$ cat src/rtl/image_roi_crop_pkg.sv
`default_nettype none
// ============================================================================
// Module      : image_roi_crop_pkg
// Description : Shared stream data-type codes and state encoding for the
//               region-of-interest crop stage.
// Revision    : 1.0 - initial release
// ============================================================================
package image_roi_crop_pkg;

    // Width of the dtype side-band that travels with every stream word
    localparam int DTYPE_WIDTH = 4;

    // Stream token codes produced by imager_rx
    localparam logic [DTYPE_WIDTH-1:0] DTYPE_FRAME_START  = 4'h1;
    localparam logic [DTYPE_WIDTH-1:0] DTYPE_FRAME_END    = 4'h2;
    localparam logic [DTYPE_WIDTH-1:0] DTYPE_ROW_START    = 4'h3;
    localparam logic [DTYPE_WIDTH-1:0] DTYPE_ROW_END      = 4'h4;
    localparam logic [DTYPE_WIDTH-1:0] DTYPE_PIXEL        = 4'h5;
    localparam logic [DTYPE_WIDTH-1:0] DTYPE_HEADER_START = 4'h6;
    localparam logic [DTYPE_WIDTH-1:0] DTYPE_HEADER       = 4'h7;
    localparam logic [DTYPE_WIDTH-1:0] DTYPE_HEADER_END   = 4'h8;

    // Frame tracking states
    typedef enum logic [1:0] {
        ST_IDLE  = 2'd0,
        ST_FRAME = 2'd1,
        ST_HDR   = 2'd2
    } crop_state_e;

endpackage
`default_nettype wire

$ cat src/rtl/image_roi_window_cmp.sv
`default_nettype none
// ============================================================================
// Module      : image_roi_window_cmp
// Description : Combinational one-axis window test. A zero window size means
//               the axis is not cropped. The range end is computed one bit
//               wider than the inputs so start+num never wraps.
// Revision    : 1.0 - initial release
// ============================================================================
module image_roi_window_cmp #(
    parameter int DIM_WIDTH = 16
) (
    input  logic [DIM_WIDTH:0]   coord,
    input  logic [DIM_WIDTH-1:0] start,
    input  logic [DIM_WIDTH-1:0] num,
    output logic                 ok
);

    logic [DIM_WIDTH:0] lo_w;
    logic [DIM_WIDTH:0] hi_w;

    // Inclusive lower bound, exclusive upper bound, widened by one bit
    always_comb begin
        lo_w = {1'b0, start};
        hi_w = {1'b0, start} + {1'b0, num};
        ok   = (num == '0) || ((coord >= lo_w) && (coord < hi_w));
    end

endmodule
`default_nettype wire

$ cat src/rtl/image_roi_crop.sv
`default_nettype none
// ============================================================================
// Module      : image_roi_crop
// Description : Streaming region-of-interest crop. Forwards framing and header
//               tokens untouched, keeps only rows/pixels inside the window,
//               renumbers ROW_START tokens and reports emitted frame size.
// Revision    : 1.0 - initial release
// ============================================================================
module image_roi_crop
    import image_roi_crop_pkg::*;
#(
    parameter int DATA_WIDTH = 16,
    parameter int DIM_WIDTH  = 16
) (
    input  logic                   clki,
    input  logic                   resetb_clki,
    input  logic                   enable,
    input  logic [DIM_WIDTH-1:0]   crop_row_start,
    input  logic [DIM_WIDTH-1:0]   crop_col_start,
    input  logic [DIM_WIDTH-1:0]   crop_num_rows,
    input  logic [DIM_WIDTH-1:0]   crop_num_cols,
    input  logic                   dvi,
    input  logic [DTYPE_WIDTH-1:0] dtypei,
    input  logic [DATA_WIDTH-1:0]  datai,
    output logic                   dvo,
    output logic [DTYPE_WIDTH-1:0] dtypeo,
    output logic [DATA_WIDTH-1:0]  datao,
    output logic [DIM_WIDTH-1:0]   out_num_rows,
    output logic [DIM_WIDTH-1:0]   out_num_cols
);

    localparam logic [DIM_WIDTH:0]   ONE_W = 1;
    localparam logic [DIM_WIDTH-1:0] ONE_D = 1;

    // Frame-latched crop settings
    logic                   en_q, en_d;
    logic [DIM_WIDTH-1:0]   row_start_q, row_start_d;
    logic [DIM_WIDTH-1:0]   col_start_q, col_start_d;
    logic [DIM_WIDTH-1:0]   num_rows_q, num_rows_d;
    logic [DIM_WIDTH-1:0]   num_cols_q, num_cols_d;

    // Input position and emitted-size bookkeeping
    logic [DIM_WIDTH:0]     in_row_q, in_row_d;
    logic [DIM_WIDTH:0]     in_col_q, in_col_d;
    logic [DIM_WIDTH-1:0]   out_row_cnt_q, out_row_cnt_d;
    logic [DIM_WIDTH-1:0]   row_pix_cnt_q, row_pix_cnt_d;
    logic [DIM_WIDTH-1:0]   col_shadow_q, col_shadow_d;
    crop_state_e            state_q, state_d;

    // Registered outputs
    logic                   dvo_q, dvo_d;
    logic [DTYPE_WIDTH-1:0] dtypeo_q, dtypeo_d;
    logic [DATA_WIDTH-1:0]  datao_q, datao_d;
    logic [DIM_WIDTH-1:0]   out_num_rows_q, out_num_rows_d;
    logic [DIM_WIDTH-1:0]   out_num_cols_q, out_num_cols_d;

    logic                   row_ok_w;
    logic                   col_ok_w;
    logic                   keep_w;
    logic [DIM_WIDTH-1:0]   fe_rows_w;
    logic [DIM_WIDTH-1:0]   fe_cols_w;

    image_roi_window_cmp #(.DIM_WIDTH(DIM_WIDTH)) u_row_cmp (
        .coord (in_row_q),
        .start (row_start_q),
        .num   (num_rows_q),
        .ok    (row_ok_w)
    );

    image_roi_window_cmp #(.DIM_WIDTH(DIM_WIDTH)) u_col_cmp (
        .coord (in_col_q),
        .start (col_start_q),
        .num   (num_cols_q),
        .ok    (col_ok_w)
    );

    // Decide whether the incoming word is kept and update all bookkeeping
    always_comb begin
        en_d           = en_q;
        row_start_d    = row_start_q;
        col_start_d    = col_start_q;
        num_rows_d     = num_rows_q;
        num_cols_d     = num_cols_q;
        in_row_d       = in_row_q;
        in_col_d       = in_col_q;
        out_row_cnt_d  = out_row_cnt_q;
        row_pix_cnt_d  = row_pix_cnt_q;
        col_shadow_d   = col_shadow_q;
        state_d        = state_q;
        dvo_d          = 1'b0;
        dtypeo_d       = dtypeo_q;
        datao_d        = datao_q;
        out_num_rows_d = out_num_rows_q;
        out_num_cols_d = out_num_cols_q;
        keep_w         = 1'b1;

        // A final row lacking ROW_END still counts if it emitted pixels
        if (row_pix_cnt_q != '0) begin
            fe_rows_w = (&out_row_cnt_q) ? out_row_cnt_q : out_row_cnt_q + ONE_D;
            fe_cols_w = row_pix_cnt_q;
        end else begin
            fe_rows_w = out_row_cnt_q;
            fe_cols_w = col_shadow_q;
        end

        if (dvi) begin
            datao_d = datai;
            case (dtypei)
                DTYPE_FRAME_START: begin
                    en_d          = enable;
                    row_start_d   = crop_row_start;
                    col_start_d   = crop_col_start;
                    num_rows_d    = crop_num_rows;
                    num_cols_d    = crop_num_cols;
                    in_row_d      = '0;
                    in_col_d      = '0;
                    out_row_cnt_d = '0;
                    row_pix_cnt_d = '0;
                    col_shadow_d  = '0;
                    state_d       = ST_FRAME;
                end
                DTYPE_FRAME_END: begin
                    out_num_rows_d = fe_rows_w;
                    out_num_cols_d = fe_cols_w;
                    out_row_cnt_d  = fe_rows_w;
                    col_shadow_d   = fe_cols_w;
                    row_pix_cnt_d  = '0;
                    if (state_q == ST_FRAME) begin
                        state_d = ST_HDR;
                    end
                end
                DTYPE_HEADER_END: begin
                    if (state_q == ST_HDR) begin
                        state_d = ST_IDLE;
                    end
                end
                DTYPE_ROW_START: begin
                    keep_w   = !en_q || row_ok_w;
                    in_col_d = '0;
                    // Renumber rows so the cropped image starts at row 0
                    if (en_q) begin
                        datao_d = DATA_WIDTH'(out_row_cnt_q);
                    end
                end
                DTYPE_ROW_END: begin
                    keep_w   = !en_q || row_ok_w;
                    in_row_d = (&in_row_q) ? in_row_q : in_row_q + ONE_W;
                    if (keep_w) begin
                        out_row_cnt_d = (&out_row_cnt_q) ? out_row_cnt_q : out_row_cnt_q + ONE_D;
                        col_shadow_d  = row_pix_cnt_q;
                        row_pix_cnt_d = '0;
                    end
                end
                DTYPE_PIXEL: begin
                    keep_w   = !en_q || (row_ok_w && col_ok_w);
                    in_col_d = (&in_col_q) ? in_col_q : in_col_q + ONE_W;
                    if (keep_w) begin
                        row_pix_cnt_d = (&row_pix_cnt_q) ? row_pix_cnt_q : row_pix_cnt_q + ONE_D;
                    end
                end
                default: keep_w = 1'b1;
            endcase
            dvo_d = keep_w;
            if (keep_w) begin
                dtypeo_d = dtypei;
            end else begin
                datao_d = datao_q;
            end
        end
    end

    // State and output registers, cleared asynchronously
    always_ff @(posedge clki or negedge resetb_clki) begin
        if (!resetb_clki) begin
            en_q           <= 1'b0;
            row_start_q    <= '0;
            col_start_q    <= '0;
            num_rows_q     <= '0;
            num_cols_q     <= '0;
            in_row_q       <= '0;
            in_col_q       <= '0;
            out_row_cnt_q  <= '0;
            row_pix_cnt_q  <= '0;
            col_shadow_q   <= '0;
            state_q        <= ST_IDLE;
            dvo_q          <= 1'b0;
            dtypeo_q       <= '0;
            datao_q        <= '0;
            out_num_rows_q <= '0;
            out_num_cols_q <= '0;
        end else begin
            en_q           <= en_d;
            row_start_q    <= row_start_d;
            col_start_q    <= col_start_d;
            num_rows_q     <= num_rows_d;
            num_cols_q     <= num_cols_d;
            in_row_q       <= in_row_d;
            in_col_q       <= in_col_d;
            out_row_cnt_q  <= out_row_cnt_d;
            row_pix_cnt_q  <= row_pix_cnt_d;
            col_shadow_q   <= col_shadow_d;
            state_q        <= state_d;
            dvo_q          <= dvo_d;
            dtypeo_q       <= dtypeo_d;
            datao_q        <= datao_d;
            out_num_rows_q <= out_num_rows_d;
            out_num_cols_q <= out_num_cols_d;
        end
    end

    assign dvo          = dvo_q;
    assign dtypeo       = dtypeo_q;
    assign datao        = datao_q;
    assign out_num_rows = out_num_rows_q;
    assign out_num_cols = out_num_cols_q;

endmodule
`default_nettype wire

$ cat config.mk
export PLATFORM = sky130hd
export DESIGN_NAME = image_roi_crop
export DESIGN_NICKNAME = d
export VERILOG_FILES = /design/src/rtl/image_roi_crop_pkg.sv /design/src/rtl/image_roi_window_cmp.sv /design/src/rtl/image_roi_crop.sv
export SDC_FILE = /design/constraint.sdc
export NUM_CORES = 1
export LEC_CHECK = 0
export BUFFER_PORTS_ARGS = -buffer_cell sky130_fd_sc_hd__buf_2
export CAP_MARGIN = 25
export CORE_MARGIN = 8
export CORE_UTILIZATION = 45
export DETAILED_ROUTE_END_ITERATION = 6
export MAX_ROUTING_LAYER = met4
export PLACE_DENSITY = 0.69
export RECOVER_POWER = 50
export SLEW_MARGIN = 20
export SYNTH_ARGS = -nofsm -noshare
export SYNTH_HDL_FRONTEND = slang
export SYNTH_SLANG_ARGS = --single-unit
$ cat constraint.sdc
create_clock -name clki -period 7.85 [get_ports clki]
set_input_delay 0.3925 -clock clki [delete_from_list [all_inputs] [get_ports clki]]
set_output_delay 0.3925 -clock clki [all_outputs]
set_load 0.02 [all_outputs]
; ---- After elaboration in Yosys (flattened, before gate mapping)
; Cells that the tools add are included.
[word_totals]
regBits = 200
[classes]
magnitude_cmp = 4
add_sub_neg = 6
n_reduce_logical = 29
muxes = 20
eq_ne = 10
[op_table]
columns = operator, count
row1 = two-way mux 16 bit, 10
row2 = one-hot mux 16 bit (3 select lines), 3
row3 = one-hot mux 17 bit (2 select lines), 2
row4 = adder 16 x 16 -> 17 bit, 2
row5 = adder 17 x 1 -> 17 bit (second input constant), 2
row6 = >= comparator 17 x 16 -> 1 bit, 2
row7 = < comparator 17 bit, 2
row8 = two-way mux 17 bit, 2
row9 = AND reduction 17 bit, 2
row10 = adder 16 x 1 -> 16 bit (second input constant), 2
row11 = zero test 16 bit, 2
row12 = AND reduction 16 bit, 2
row13 = nonzero test 16 bit, 1
row14 = inequality test 2 bit (second input constant), 5
row15 = AND reduction 3 bit, 3
row16 = equality test 4 x 2 -> 1 bit (second input constant), 2
row17 = equality test 4 x 3 -> 1 bit (second input constant), 2
row18 = AND reduction 2 bit, 3
row19 = nonzero test 3 bit, 2
row20 = OR reduction 2 bit, 3
row21 = AND reduction 5 bit, 1
row22 = equality test 4 x 1 -> 1 bit (second input constant), 1
row23 = logical OR 1 bit, 4
row24 = nonzero test 2 bit, 2
row25 = 4 further kinds, 7

; ---- Logic depth before layout (Yosys ltp)
; Gate-level depths: netlist of run 1.
[logic_depth]
word_depth = 9
depth_mapped = 20
ltp_nobuf = 19

; ---- By module
; A second synthesis of run 1 with hierarchy kept.
[unflattened]
cells_unflattened = 1388
hier_area_um2 = 12415.7
[by_module_without_submodules]
columns = mod, seq_area_each_um2, cells_each, n_inst, area_per_inst_um2
row1 = image_roi_crop, 5004.8, 990, 1, 9369.0
row2 = image_roi_window_cmp (u_col_cmp), 0.0, 206, 1, 1572.8
row3 = image_roi_window_cmp (u_row_cmp), 0.0, 192, 1, 1473.9

; ---- Worst setup path after synthesis of run 1
; No wires, ideal clock.
[synth_path]
path_type = reg2reg
start = reg row_start_q[0]
end = reg out_row_cnt_q[8]
synth_period_minus_slack_ns = 4.634
path_slack_ns = 3.216
path_stages_with_launch = 21
required_ns = 7.711
setup_ns = 0.139
t_arrival_ns = 4.495
path_cell_list = dfrtp_1 ha_1 fa_1 a21o_1 a21oi_1 nand2b_1 a21oi_1 a41o_1 o41a_1 a31o_2 xnor2_1 ha_1 a21o_1 a21o_1 a221oi_1 o31ai_1 o211ai_1 and2_1 clkbuf_1 buf_1 a31oi_1
[synth_via]
elab_chain_len = 7
elab_cells_between_ends = 8
[synth_lines]
columns = element, line_no
row1 = start: declaration, image_roi_crop.sv:37  ; logic [DIM_WIDTH-1:0] row_start_q, row_start_d;
row2 = start signal: assignment, image_roi_crop.sv:193  ; row_start_q <= row_start_d;
row3 = adder 16 x 16 -> 17 bit, image_roi_window_cmp.sv:24  ; hi_w = {1'b0, start} + {1'b0, num};
row4 = < comparator 17 bit, image_roi_window_cmp.sv:25  ; ok = (num == '0) || ((coord >= lo_w) && (coord < hi_w));
row5 = logical AND 1 bit *, image_roi_window_cmp.sv:25
row6 = logical OR 1 bit *, image_roi_window_cmp.sv:25
row7 = logical OR 1 bit *, image_roi_crop.sv:146  ; keep_w = !en_q || row_ok_w;
row8 = inequality test 2 bit (no line) *, n/a
row9 = AND reduction 3 bit (no line) *, n/a
row10 = end signal: assignment, image_roi_crop.sv:199  ; out_row_cnt_q <= out_row_cnt_d;
row11 = end: declaration, image_roi_crop.sv:45  ; logic [DIM_WIDTH-1:0] out_row_cnt_q, out_row_cnt_d;
; Mark *: on every way between the ends. The rest lies on a longest branch, timed or not.
; A chain may end at the register's enable or synchronous reset.

; ---- Final worst setup path of run 1
[layout_path]
start = reg row_start_q[0]
end = reg out_row_cnt_q[14]
; Same word-level chain as after synthesis.

==> flow_metrics.py, run 1 <==
metrics = {
    "run_status": {
        "status": "complete, but fails checks",
        "violations": "max-capacitance violations, max-slew violations",
    },
    "logic_synthesis": {
        "ys_types": 74,
        "synth_seq_cells": 200,
        "yosysTopAreaCell": "dfrtp_1",
        "synthTopCellsByCount": "dfrtp_1, nand2_1, o21ai_0, ha_1, nor2_1",
        "synthFlopType": "dfrtp_1",
        "syn_nets": 1444,
        "synth_edf_count": 0,
        "synth_top_area_share_pct": 41.8,
        "syn-cell-area_um2": 12000,
        "synth-seq-area-share_pct": 41.8,
        "synthTopCellsByArea": "dfrtp_1, ha_1, mux2_2, o21ai_0, nand2_1",
        "async_reset_ff_share_pct": 100,
        "syn_avg_cell_area_um2": 9.57,
        "yosysMostFrequentCell": "dfrtp_1",
        "synthCells": 1251,
        "synth_warnings": 0,
    },
    "pwr": {
        "ir_drop_mv": 0.111,
        "power_switching_mw": 1.16,
        "leakagePower_nw": 6.17,
        "swShare_pct": 36.2,
        "p_int_mw": 2.04,
        "clkPwrFrac_pct": 28.8,
        "p_seq_share_pct": 39.4,
        "pwr-share-comb_pct": 31.8,
        "power_per_cell_area_nw_per_um2": 237,
        "total_power_mw": 3.20,
    },
    "clock_tree": {
        "clkLatencyLatePin_ns": 0.45,
        "cts_max_path_buffers": 2,
        "clk_pin_slew_ns": 0.08,
        "cts.sinks": 200,
        "cts_tree": "yes",
        "clock-root-buffer": "clkbuf_16",
        "postCtsSetupBuffers": 0,
        "htreeDepth": 4,
        "cts_resized": 0,
        "hold_buffers": 1,
        "cts_inserted_buffers": 17,
    },
    "setup_path": {
        "cp_common_cell": "a21o_1",
        "cp-start-kind": "flop",
        "required_ns": 8.17,
        "worst_setup_path_end_kind": "flop",
        "arrival_ns": 5.91,
        "cp_slowest_cell": "nand3_1",
        "crit_chain": "ha_1 -> fa_1 -> a21o_1 -> a21oi_1 -> nand2b_1 -> a21oi_1 -> a41o_1 -> o41a_1 -> a31o_2 -> xnor2_1 -> ha_1 -> a21o_1 -> a21o_1 -> a221oi_1 -> o31ai_1 -> o211ai_1 -> nand3_1 -> o21ai_0 -> o31ai_1",
        "crit_buf_inv": 0,
        "path_class": "flop to flop",
        "path_delay_family": "compound AO/OA/AOI/OAI gates",
        "cpPeakStageDelay_ns": 0.78,
        "cp_max_fo": 25,
    },
    "die": {
        "start_util_pct": 45.9,
        "die_y_um": 179,
        "core_um2": 26100,
        "die_area_um2": 32100,
        "die_w_um": 179,
        "rows": 59,
        "io-pin-count": 141,
    },
    "detailed_routing": {
        "drc": 0,
        "drt-initial-drc-count": 496,
        "vias": 9592,
        "ant_nets": 0,
        "drt_first_pass_iters": 5,
        "wl_per_cell_um": 16.7,
        "viasPerCell": 5.60,
        "route.met3.wl_um": 1100,
        "met1_length_um": 13800,
        "routed.top_layer": "met4",
        "wl_met2_um": 13100,
        "wl_um": 28600,
    },
    "final_layout": {
        "areaGrowthSynthToFinish_pct": 12.9,
        "n_antenna_cell": 0,
        "drive_gt1_share_pct": 14.1,
        "largestRegisters": "in_col_q: 17 flops, in_row_q: 17 flops",
        "fin_nets": 1559,
        "final_util_pct": 51.9,
    },
    "flow_run": {
        "cap_violations": 3,
    },
    "global_routing": {
        "grt_pass1_vias": 9824,
        "antenna_found_initial": 0,
        "grt_max_degree": 92,
        "overflow": 0,
        "track_usage_pct": 18.9,
        "grt_pass1_wl_um": 48200,
    },
    "sta": {
        "fin_crit_ns": 5.59,
        "fin_skew_ns": 0.0177,
        "fin_setup_tns_ns": 0,
        "setup_violations": 0,
        "relSlewSlack_pct": -157,
        "hold_viol_final": 0,
        "tightest_slew_ns": 3.85,
        "slew_viol_final": 169,
        "rsz0062_at_grt": "no",
        "finalCritPeriodShare_pct": 71.2,
        "max_freq_mhz": 179,
    },
    "place": {
        "portBuffers": 140,
        "dp_hpwl_um": 21300,
        "gp_congestion": 0.872,
    },
    "worst_hold_path": {
        "hp-class": "primary input to flop",
    },
}
[power groups by stage]
| stage | Clock (mW) | Combinational [mW] | Sequential, mW |
|---|---|---|---|
| 2_1_floorplan | 0 | 0.737 | 1.28 |
| 3_3_place_gp | 0 | 0.993 | 1.27 |
| 3_5_place_dp | 0 | 1.03 | 1.28 |
| 4_1_cts | 0.937 | 1.04 | 1.26 |
| 5_1_grt | 0.978 | 1.17 | 1.28 |
| 6_report | 0.920 | 1.02 | 1.26 |
[cell usage in the layout (no fill, tap or decap), types with 7 or more instances in the layout]
cell type	netlist	final
dfrtp_1	200	200
nand2_1	137	136
o21ai_0	109	109
ha_1	103	103
buf_2	9	85
nor2_1	81	82
a21oi_1	73	72
inv_1	58	58
clkbuf_1	36	56
mux2_2	52	52
nand3_1	31	31
xnor2_1	31	31
xor2_1	25	25
o31ai_1	24	24
nor3_1	20	20
nor4_1	19	19
a31oi_1	18	18
nand4_1	18	18
mux2_1	18	18
clkbuf_16	0	17
a21o_1	16	16
a22o_1	15	15
and3_1	14	14
nand2b_1	13	13
or3_1	13	13
and2_1	10	9
o21a_1	8	8
nor2b_1	7	7
and4_1	7	7
[final cells by class]
class	instances	area, um^2
clock buffer	17	425
clock inverter	15	206
fill	2441	12500
inverter	58	218
multi-input combinational	941	6530
sequential	200	5000
tap	335	419
timing repair buffer	148	712
[worst paths after layout]
check / startpoint / to / slack, ns / cells after the start
worst max-delay path: row_start_q[0] / out_row_cnt_q[14] / 2.26 / 19
worst min-delay path: crop_row_start[6] / row_start_q[6] / 0.15 / 3
worst max register to register: row_start_q[0] / out_row_cnt_q[14] / 2.26 / 19
worst min register to register: out_num_rows[15] / out_num_rows[15] / 0.48 / 2
max in group asynchronous: resetb_clki / col_start_q[8] / 2.27 / 4
min in group asynchronous: resetb_clki / num_rows_q[9] / 1.84 / 2
[cell families after synthesis]
logic type	count (synthesis)	synth area share, %
flip-flops	200	41.8
buffers and inverters	110	3.70
AND/OR/NAND/NOR	393	16.0
AO/OA/AOI/OAI	311	16.2
multiplexers	76	7.09
XOR/XNOR	56	4.10
adder cells (fa/ha/maj)	105	11.1
[per-stage QoR]
stage	cells	setup slack [ns]	hold slack [ns]	cell area, um^2
after floorplan	1251	3.22	0.0969	12000
after global placement	1679	2.22	0.445	12900
after detailed placement	1680	2.30	0.443	12900
after CTS	1713	2.28	0.130	13600
after global routing	1714	1.23	0.158	13500
final	1714	2.26	0.148	13500
[tightest hold or removal path, stage by stage]
cell	delay, ns
buf_2	0.07
nand2_1	0.03
o21ai_0	0.05
[layer usage]
layer,vias up,global-route usage [%]
met5,-,-
met4,0,6.42
met3,42,2.74
met2,215,29.6
met1,4599,24.9
li1,4736,-
Note: power is estimated with default switching activity, not from simulation.
==> run 2: changes to the inputs <==
PLACE_DENSITY = 0.72   (was 0.69)
clock period = 4.8 ns   (was 7.85 ns; I/O delays follow)
==> run 2 against run 1 <==
Compared with the run above:
- the flow still finishes with violations (max-capacitance violations, max-slew violations)
- routed wire length is 2.9% higher
- non-clock buffer count is 35 higher
- first-iteration DRC count is 22% higher
- core utilization is 1.6 points higher
- sequential power is 63% higher
==> flow_metrics.py, run 2 (same netlist as run 1, synthesis figures left out) <==
metrics = {
    "clock_tree": {
        "clock-root-buffer": "clkbuf_16",
        "cts_inserted_buffers": 17,
        "clk_pin_slew_ns": 0.08,
        "htreeDepth": 4,
        "clkLatencyLatePin_ns": 0.44,
        "cts.sinks": 200,
        "cts_tree": "yes",
        "cts_max_path_buffers": 2,
    },
    "sta": {
        "slew_viol_final": 101,
        "finalCritPeriodShare_pct": 97.6,
        "hold_viol_final": 0,
        "setup_violations": 0,
        "setup_slack_ns": 0.117,
        "fin_skew_ns": 0.0139,
        "max_freq_mhz": 214,
        "fin_setup_tns_ns": 0,
        "whs_ns": 0.00495,
        "tightest_slew_ns": 2.50,
        "fin_crit_ns": 4.68,
        "relSlewSlack_pct": -67.0,
    },
    "flow_run": {
        "cap_violations": 1,
    },
    "detailed_routing": {
        "vias": 9816,
        "viasPerCell": 5.62,
        "ant_nets": 0,
        "wl_per_cell_um": 16.9,
        "drc": 0,
        "drt-initial-drc-count": 605,
        "wl_um": 29500,
        "drt_first_pass_iters": 5,
    },
    "run_status": {
        "status": "complete, but fails checks",
        "violations": "max-capacitance violations, max-slew violations",
    },
    "setup_path": {
        "cp-start-kind": "flop",
        "cp_max_fo": 7,
        "required_ns": 5.17,
        "worst_setup_path_end_kind": "flop",
        "path_class": "flop to flop",
        "cpPeakStageDelay_ns": 0.48,
        "path_delay_family": "compound AO/OA/AOI/OAI gates",
        "reg2reg_setup_slack_ns": 0.12,
        "crit_buf_inv": 0,
        "arrival_ns": 5.05,
        "crit_chain": "ha_2 -> fa_2 -> a21o_1 -> a21oi_2 -> nand2b_4 -> a21oi_2 -> a41o_1 -> o41a_1 -> a31o_4 -> xnor2_2 -> ha_1 -> a21o_1 -> a21o_1 -> a221oi_2 -> o31ai_2 -> o21a_2 -> a21o_4 -> or4_4 -> a21oi_2",
        "cp_slowest_cell": "or4_4",
    },
    "final_layout": {
        "multi_input_area_um2": 6690,
        "areaGrowthSynthToFinish_pct": 16.4,
        "final_area_um2": 13900,
        "final_util_pct": 53.5,
        "seq_area_um2": 5000,
        "mostFrequentLayoutCells": "dfrtp_1, nand2_1, o21ai_0",
        "fin_nets": 1594,
        "drive_gt1_share_pct": 18.1,
        "layout.cells.non_filler": 1748,
        "n_antenna_cell": 0,
        "largestRegisters": "in_col_q: 17 flops, in_row_q: 17 flops",
        "final_common_cell": "dfrtp_1",
        "fill_cells": 2365,
    },
    "die": {
        "die_w_um": 179,
        "core_um2": 26100,
        "die_area_um2": 32100,
        "start_util_pct": 45.9,
        "rows": 59,
        "die_y_um": 179,
        "io-pin-count": 141,
    },
    "place": {
        "dp_hpwl_um": 21500,
        "portBuffers": 140,
        "gp_congestion": 0.860,
        "placed_cells": 1698,
        "place_ws_ns": -0.206,
        "place_area_um2": 13100,
    },
    "pwr": {
        "power_per_cell_area_nw_per_um2": 387,
        "leakagePower_nw": 6.37,
        "total_power_mw": 5.39,
        "ir_drop_mv": 0.248,
    },
    "global_routing": {
        "grt_max_degree": 102,
        "antenna_found_initial": 0,
        "use_met1_pct": 24.3,
        "track_usage_pct": 18.9,
        "top_usage_layer": "met2",
        "overflow": 0,
        "use_met2_pct": 30.7,
        "grt_pass1_vias": 9987,
        "grt_pass1_wl_um": 48500,
        "use_met3_pct": 2.84,
    },
    "worst_hold_path": {
        "hp-class": "primary input to flop",
    },
}
==> run 2: cell types whose count changed in the layout (fill, tap and decap cells not counted), moves of 3 or more <==
cell / previous run / this run
o31ai_1: 24 / 19
inv_12: 3 / 0
buf_4: 3 / 33
dlygate4sd3_1: 1 / 5
clkinv_8: 6 / 0
o31ai_2: 0 / 5
a21oi_1: 72 / 67
a21oi_2: 2 / 7
inv_6: 1 / 4
buf_12: 0 / 3
==> run 2: path summary, 6_finish.rpt <==
kind / cells after the start / to / from
max: 19 / row_pix_cnt_q[13] / row_start_q[0]
min: 3 / row_start_q[8] / crop_row_start[8]
max reg2reg: 19 / row_pix_cnt_q[13] / row_start_q[0]
min reg2reg: 2 / out_num_cols[0] / out_num_cols[0]
max in group asynchronous: 3 / num_cols_q[6] / resetb_clki
min in group asynchronous: 2 / out_num_cols[4] / resetb_clki
==> run 2: final cells by class <==
class	instances	share of cell area, %
Clock buffer	17	3.05
Clock inverter	14	1.19
Inverter	58	1.56
Multi-Input combinational cell	941	48.0
Sequential cell	200	35.9
Tap cell	335	3.01
Timing Repair Buffer	183	7.25
==> run 2: report_power, final <==
group / internal (mW) / leakage (nW) / switching (mW)
Combinational: 0.843 / 3.47 / 1.02
Sequential: 1.89 / 2.61 / 0.174
Clock: 0.782 / 0.289 / 0.694
Total: 3.51 / 6.37 / 1.88
==> run 2: what timing repair did <==
action / CTS / global route
resized for setup: 11 / 26
pin swaps: 6 / 7
setup buffers: 7 / 6
endpoints found under the setup margin: 46 / 61
hold endpoints to repair: 103 / 0
hold buffers: 5 / 0
==> run 2: worst min-delay path, delay by kind of cell <==
family / cells / cell delay (ns)
buf+inv: 1 / 0.07
compound gates: 1 / 0.06
simple gates: 1 / 0.04
==> run 2: routing by layer <==
metal  part of all wire [%]  routed length (um)  vias up
met5                      0                   0        -
met4                    1.9                 554        0
met3                    3.7                1090       45
met2                     48               14200      224
met1                     46               13700     4750
li1                       -                   -     4797
